<file path="config.mk">
export PLATFORM = sky130hd
export DESIGN_NAME = stopwatch_ctrl_fsm
export DESIGN_NICKNAME = d
export VERILOG_FILES = /design/src/rtl/stopwatch_ctrl_pkg.sv /design/src/rtl/stopwatch_edge_detect.sv /design/src/rtl/stopwatch_ctrl_fsm.sv
export SDC_FILE = /design/constraint.sdc
export NUM_CORES = 1
export LEC_CHECK = 0
export CORE_AREA = 2 2 39 41
export CTS_BUF_LIST = sky130_fd_sc_hd__clkbuf_8 sky130_fd_sc_hd__clkbuf_16
export DETAILED_ROUTE_END_ITERATION = 6
export DIE_AREA = 0 0 41 43
export PLACE_DENSITY = 0.69
export SYNTH_ARGS = -nofsm -noshare
export SYNTH_HDL_FRONTEND = slang
export SYNTH_SLANG_ARGS = --single-unit
</file>
<file path="constraint.sdc">
create_clock -name CLK_50M -period 1.8 [get_ports CLK_50M]
set_input_delay 0.36 -clock CLK_50M [delete_from_list [all_inputs] [get_ports CLK_50M]]
set_output_delay 0.36 -clock CLK_50M [all_outputs]
set_load 0.03 [all_outputs]
</file>
<file path="src/rtl/stopwatch_ctrl_pkg.sv">
// Shared types and constants for the stopwatch control path.
// State encodings and timing constants used by the datapath.
package stopwatch_ctrl_pkg;

  localparam int STATE_W  = 3;
  localparam int CLK_HZ   = 50_000_000;
  localparam int TICK_HZ  = 100;
  localparam int TICK_DIV = CLK_HZ / TICK_HZ;

  typedef enum logic [2:0] {
    IDLE      = 3'd0,
    RUN       = 3'd1,
    PAUSE     = 3'd2,
    LAP_RUN   = 3'd3,
    LAP_PAUSE = 3'd4
  } sw_state_t;

  function automatic logic is_running(
    input sw_state_t s
  );
    return (s == RUN) || (s == LAP_RUN);
  endfunction

endpackage

</file>
<file path="src/rtl/stopwatch_edge_detect.sv">
// Rising-edge detector for one debounced button level.
// History resets to 1 so a button held through reset is not an event.
module stopwatch_edge_detect (
  input  logic clk,
  input  logic rst_n,
  input  logic lvl,
  output logic rise
);

  logic prev;

  always_ff @(posedge clk or negedge rst_n) begin
    if (!rst_n) prev <= 1'b1;
    else        prev <= lvl;
  end

  assign rise = lvl & ~prev;

endmodule

</file>
<file path="src/rtl/stopwatch_ctrl_fsm.sv">
// Run/pause/lap control FSM for the 4-digit BCD stopwatch.
// Turns button edges into counter, lap and display commands.
module stopwatch_ctrl_fsm
  import stopwatch_ctrl_pkg::*;
#(
  parameter int SATURATE = 1,
  parameter int STATE_W  = stopwatch_ctrl_pkg::STATE_W
) (
  input  logic               CLK_50M,
  input  logic               RST_N,
  input  logic               ss_lvl,
  input  logic               lap_lvl,
  input  logic               clr_lvl,
  input  logic               tick_100hz,
  input  logic               at_max,
  output logic               count_en,
  output logic               count_clr,
  output logic               lap_capture,
  output logic               show_lap,
  output logic               overflow,
  output logic [STATE_W-1:0] state_o
);

  logic ss_ev;
  logic lap_ev;
  logic clr_ev;

  stopwatch_edge_detect u_ss (
    .clk   (CLK_50M),
    .rst_n (RST_N),
    .lvl   (ss_lvl),
    .rise  (ss_ev)
  );

  stopwatch_edge_detect u_lap (
    .clk   (CLK_50M),
    .rst_n (RST_N),
    .lvl   (lap_lvl),
    .rise  (lap_ev)
  );

  stopwatch_edge_detect u_clr (
    .clk   (CLK_50M),
    .rst_n (RST_N),
    .lvl   (clr_lvl),
    .rise  (clr_ev)
  );

  sw_state_t state;
  sw_state_t state_nxt;
  logic      cap_nxt;
  logic      sat;
  logic      sat_hit;
  logic      ss_ok;

  assign sat = (SATURATE != 0);

  assign sat_hit = sat & tick_100hz & at_max
                 & is_running(state);

  // Once saturated, start/stop cannot resume until cleared.
  assign ss_ok = ss_ev & ~(at_max & overflow);

  always_comb begin
    state_nxt = state;
    cap_nxt   = 1'b0;
    if (clr_ev) begin
      state_nxt = IDLE;
    end else if (sat_hit) begin
      state_nxt = (state == RUN) ? PAUSE : LAP_PAUSE;
    end else begin
      case (state)
        IDLE: begin
          if (ss_ok) state_nxt = RUN;
        end
        RUN: begin
          if (ss_ok) begin
            state_nxt = PAUSE;
          end else if (lap_ev) begin
            state_nxt = LAP_RUN;
            cap_nxt   = 1'b1;
          end
        end
        PAUSE: begin
          if (ss_ok) begin
            state_nxt = RUN;
          end else if (lap_ev) begin
            state_nxt = LAP_PAUSE;
            cap_nxt   = 1'b1;
          end
        end
        LAP_RUN: begin
          if (ss_ok)       state_nxt = LAP_PAUSE;
          else if (lap_ev) state_nxt = RUN;
        end
        LAP_PAUSE: begin
          if (ss_ok)       state_nxt = LAP_RUN;
          else if (lap_ev) state_nxt = PAUSE;
        end
        default: state_nxt = IDLE;
      endcase
    end
  end

  always_ff @(posedge CLK_50M or negedge RST_N) begin
    if (!RST_N) begin
      state       <= IDLE;
      count_clr   <= 1'b0;
      lap_capture <= 1'b0;
      overflow    <= 1'b0;
    end else begin
      state       <= state_nxt;
      count_clr   <= clr_ev;
      lap_capture <= cap_nxt;
      if (clr_ev)       overflow <= 1'b0;
      else if (sat_hit) overflow <= 1'b1;
    end
  end

  assign count_en = tick_100hz & is_running(state)
                  & ~(sat & at_max) & ~clr_ev;

  assign show_lap = (state == LAP_RUN)
                 || (state == LAP_PAUSE);

  assign state_o = STATE_W'(state);

endmodule

</file>
# After elaboration in Yosys (flattened, before gate mapping)
# Cells that the tools add are included.
dict set report word_totals {
  register_bits 9
  in_bits 7
  output_inout_bits 8
  word_cells 58
}
dict set report classes {
  eq_ne 9
  muxes 20
  n_bitwise 16
  reduce_logical 6
}
# operator n
set op_table {}
lappend op_table {{$mux W3} 12}
lappend op_table {{$ne A5 B5 Y1 const B} 4}
lappend op_table {{$pmux W3 S5} 1}
lappend op_table {{$and A1 B1 Y1} 10}
lappend op_table {{$mux W1} 7}
lappend op_table {{$eq A3 B2 Y1 const B} 2}
lappend op_table {{$not A1 Y1} 6}
lappend op_table {{$reduce_and A5 Y1} 1}
lappend op_table {{$ne A4 B4 Y1 const B} 1}
lappend op_table {{$eq A3 B1 Y1 const B} 1}
lappend op_table {{$eq A3 B3 Y1 const B} 1}
lappend op_table {{$logic_not A3 Y1} 1}
lappend op_table {{$logic_or A1 B1 Y1} 2}
lappend op_table {{$reduce_bool A2 Y1} 1}
lappend op_table {{$reduce_or A2 Y1} 1}

# Longest topological paths before layout
dict set report logic_depth {
  word_depth 7
  depth_mapped 5
  mapped_depth_nobuf 4
}

# Cells and area by module
# A second synthesis with hierarchy kept.
dict set report unflattened {
  hier_cells 41
  area_unflattened_um2 481.7
}
# mod n_inst cells_per_inst area_per_inst_um2 seq_area_each_um2
set by_module_without_submodules {}
lappend by_module_without_submodules {stopwatch_ctrl_fsm 1 35 361.6 150.1}
lappend by_module_without_submodules {stopwatch_edge_detect 3 2 40.0 26.3}

# Worst setup path before layout
# No wires, ideal clock.
dict set report synth_timing {
  kind {reg-to-output}
  from {register state[0], in the netlist state_o[0]}
  to {output count_en}
  t_arrival_ns 1.731
  required_time_ns 1.440
  path_slack_ns -0.291
  path_stages_with_launch 4
  path_buffers 1
  path_cell_list {dfrtp_1 -> buf_2 -> nand2_1 -> nor4_1}
}
dict set report synth_via {
  elab_chain_cells 5
  elab_cells_between_ends 6
  cone_classes {eq/ne (2); bitwise (3); reduce/logical (1)}
}
# element line_no
set synth_lines {}
lappend synth_lines {{start, declared} stopwatch_ctrl_fsm.sv:49} ;# sw_state_t state;
lappend synth_lines {{start signal, assigned} stopwatch_ctrl_fsm.sv:112} ;# state <= state_nxt;
lappend synth_lines {{$eq A3 B1 Y1 / $eq A3 B2 Y1 (equally long branches)} stopwatch_ctrl_pkg.sv:21} ;# return (s == RUN) || (s == LAP_RUN);
lappend synth_lines {{$logic_or A1 B1 Y1 (*)} stopwatch_ctrl_pkg.sv:21}
lappend synth_lines {{$and A1 B1 Y1 (*)} stopwatch_ctrl_fsm.sv:120} ;# assign count_en = tick_100hz & is_running(state)
lappend synth_lines {{$and A1 B1 Y1 (*) (2 in series)} stopwatch_ctrl_fsm.sv:121} ;# & ~(sat & at_max) & ~clr_ev;
lappend synth_lines {{end, declared} stopwatch_ctrl_fsm.sv:16} ;# output logic count_en,
# Every way passes the cells marked *; elsewhere a longest branch is shown, timed or not.

# Worst setup path in the final report
dict set report layout_timing {
  from {input clr_lvl}
  to {output count_en}
}
dict set report layout_via {
  elab_chain_cells 3
}
# element line_no
set layout_lines {}
lappend layout_lines {{start, declared} stopwatch_ctrl_fsm.sv:13} ;# input logic clr_lvl,
lappend layout_lines {{$and A1 B1 Y1} stopwatch_edge_detect.sv:17} ;# assign rise = lvl & ~prev;
lappend layout_lines {{$not A1 Y1} stopwatch_ctrl_fsm.sv:121}
lappend layout_lines {{$and A1 B1 Y1} stopwatch_ctrl_fsm.sv:121}
# No other way between the ends.

==> insert_results.sql <==
INSERT INTO impl_metrics (metric_group, metric, value, unit) VALUES
('run_status', 'status', 'finished, final reports clean', ''),
('global_route', 'number_of_global_route_vias_before_repair', '361', ''),
('synthesis', 'ys_seq_elements', '9', ''),
('finish', 'regArea', '229', 'sq um'),
('critical_path', 'worstSetupPathType', 'input port to output pin', ''),
('finish', 'antenna_cells_inserted', '0', ''),
('placed_design', 'port-buffer-count', '14', ''),
('placed_design', 'place_hpwl', '737', 'um'),
('cts', 'cts-hold-fix-buffers', '0', ''),
('synthesis', 'synth_flop_cell', 'sky130_fd_sc_hd__dfrtp_1', ''),
('synthesis', 'syn_inst', '47', ''),
('critical_path', 'worst_ep_arrival_time', '1340', 'ps'),
('die', 'placement_rows', '14', ''),
('detailed_routing', 'dr.pass1.iters', '2', ''),
('placed_design', 'pre_cts_setup_slack', '92.4', 'ps'),
('cts', 'clkLatencyLatePin', '230', 'ps'),
('critical_path', 'regToRegStartpoint', 'u_ss.prev$_DFF_PN1_', ''),
('finish', 'finalInstanceArea', '683', 'sq um'),
('placed_design', 'dpl-instance-area', '638', 'sq um'),
('detailed_routing', 'avgViaCountPerCell', '4.83', ''),
('synthesis', 'synth_cell_types', '28', ''),
('critical_path', 'timing.reg2reg.worst_path_depth', '4', ''),
('cts', 'postCtsResizedCells', '0', ''),
('timing', 'timing.clock.skew', '1.40', 'ps'),
('die', 'coreArea', '1380', 'sq um'),
('finish', 'final_layout_size_suffix_gt1_share', '27.7', '%'),
('timing', 'max-slew-margin-rel', '72.6', '%'),
('synthesis', 'postSynthNetCount', '54', ''),
('finish', 'fill_cells', '147', ''),
('timing', 'final.setup.tns', '0', 'ps'),
('critical_path', 'cp_max_fo', '2', ''),
('timing', 'report.final.slew_viol_count', '0', ''),
('die', 'initial_core_util', '33.6', '%'),
('synthesis', 'async_reset_ff_share', '100', '%'),
('die', 'fp.dieArea', '1760', 'sq um'),
('finish', 'final_core_utilization', '49.4', '%'),
('cts', 'clock-sinks', '9', ''),
('global_route', 'grtUsageTotal', '13.3', '%'),
('global_route', 'grt_remaining_overflow', '0', ''),
('finish', 'layout-area-overhead-vs-synth', '46.8', '%'),
('finish', 'multi_input_comb_area', '220', 'sq um'),
('die', 'design.portCount', '15', ''),
('placed_design', 'finalWeightedCongestion', '0.821', ''),
('die', 'dieHeight', '43', 'um'),
('critical_path', 'endpoint_kind', 'output pin', ''),
('detailed_routing', 'detail_route.wl_per_cell', '12.1', 'um'),
('synthesis', 'synthesized_cell_area', '465', 'sq um'),
('synthesis', 'post_synth.cell_area_avg', '9.90', 'sq um'),
('finish', 'final_common_cell', 'sky130_fd_sc_hd__clkdlybuf4s50_1', ''),
('detailed_routing', 'finalWirelength', '983', 'um'),
('timing', 'final-hold-violation-count', '0', ''),
('power', 'ir_worst_vdd', '0.000459', 'V'),
('critical_path', 'r2r_setup_slack', '440', 'ps'),
('synthesis', 'yosys_warnings', '0', ''),
('finish', 'layout.cells.most_common_list', 'sky130_fd_sc_hd__clkdlybuf4s50_1 (12), sky130_fd_sc_hd__dfrtp_1 (6), sky130_fd_sc_hd__buf_4 (6), sky130_fd_sc_hd__nand2_1 (5), sky130_fd_sc_hd__nor2_1 (4)', ''),
('cts', 'clock_path_buffers', '2', ''),
('timing', 'timing_worst_slew_pin_value', '410', 'ps'),
('cts', 'cts_inserted_buffers', '3', ''),
('critical_path', 'cp_data_required_time', '1440', 'ps'),
('synthesis', 'synth.yosys.seq_area_share', '49.2', '%'),
('timing', 'rsz0062_at_grt', 'no', ''),
('power', 'power_leakage', '0.289', 'nW'),
('hold_path', 'worst_hold_path_type', 'input port to async pin', ''),
('synthesis', 'synth_enable_flop_cells', '0', ''),
('global_route', 'grt_start_max_net_pins', '12', ''),
('cts', 'tritoncts', 'built', ''),
('power', 'pwr_density_cell', '1050', 'nW/um^2'),
('cts', 'worst_setup_hold_path_clk_slew', '50', 'ps'),
('finish', 'final_net_count', '73', ''),
('die', 'floorplan.die.width', '41', 'um'),
('timing', 'fraction_of_the_cycle_the_final_worst_path_needs', '94.7', '%');
[how the worst max path moves through the flow]
stage | start | end | slack [ps] | depth (start not counted)
floorplan | state_o[0]$_DFFE_PN0P_ | count_en | 50 | 3
global placement | at_max | state_o[2]$_DFFE_PN0P_ | 90 | 5
detailed placement | clr_lvl | count_en | 90 | 4
CTS | clr_lvl | count_en | 90 | 4
global route | clr_lvl | count_en | 30 | 4
finish | clr_lvl | count_en | 100 | 4
[through the flow]
stage               hold slack [ps]  power (mW)  cells
floorplan                      64.4       0.395     47
global placement                541       0.485     77
detailed placement              558       0.490     77
CTS                             438       0.725     81
global route                    463       0.754     81
finish                          428       0.714     81
[registers in the layout, summed over array words and instances, names as in the netlist]
register / count
count_clr: 1
u_ss.prev: 1
lap_capture: 1
state_o: 3
overflow: 1
u_lap.prev: 1
u_clr.prev: 1
[critical path: stages]
cell                              delay, ps
sky130_fd_sc_hd__clkdlybuf4s50_1        420
sky130_fd_sc_hd__nor2b_1                160
sky130_fd_sc_hd__nor4_2                 200
sky130_fd_sc_hd__buf_4                  200
[layer usage]
| layer | global-route usage [%] | vias to the layer above | part of all wire, % |
|---|---|---|---|
| met2 | 17.5 | 7 | 46 |
| met1 | 17.1 | 179 | 48 |
| met4 | 10.0 | 0 | 1.7 |
| met5 | 0 | - | 0 |
| li1 | - | 203 | - |
| met3 | 4.71 | 2 | 4.2 |
[synth_stat cells (2+ instances only)]
cell                      n
sky130_fd_sc_hd__nand2_1  5
sky130_fd_sc_hd__buf_2    3
sky130_fd_sc_hd__dfstp_2  3
sky130_fd_sc_hd__dfrtp_1  6
sky130_fd_sc_hd__nor2b_1  2
sky130_fd_sc_hd__a21oi_1  2
sky130_fd_sc_hd__nor2_1   4
sky130_fd_sc_hd__nor3_1   2
[power breakdown]
part | switching [mW] | leakage, nW | total (mW) | internal [mW]
Clock | 0.0810 | 0.0269 | 0.230 | 0.149
Sequential | 0.0107 | 0.112 | 0.238 | 0.227
Combinational | 0.139 | 0.150 | 0.247 | 0.107
Total | 0.231 | 0.289 | 0.714 | 0.483
[area by class of cell]
type                    count  share of cell area [%]
clock buffers               3                    6.04
clock inverters             1                   0.549
inverters                   1                   0.549
multi-input cells          33                    32.2
flip-flops and latches      9                    33.5
well taps                  16                    2.93
repair buffers             18                    24.2
[cells by family (layout without fill, tap and decap cells)]
family / count (synthesis) / after routing / synth area share (%)
muxes: 1 / 1 / 2.15
buffers and inverters: 5 / 23 / 4.84
AOI/OAI and AO/OA: 9 / 9 / 14.2
DFF: 9 / 9 / 49.2
xor gates and xnor gates: 2 / 2 / 3.76
and+or+nand+nor: 21 / 21 / 25.8
No activity file was read; power rests on OpenSTA's default activity.
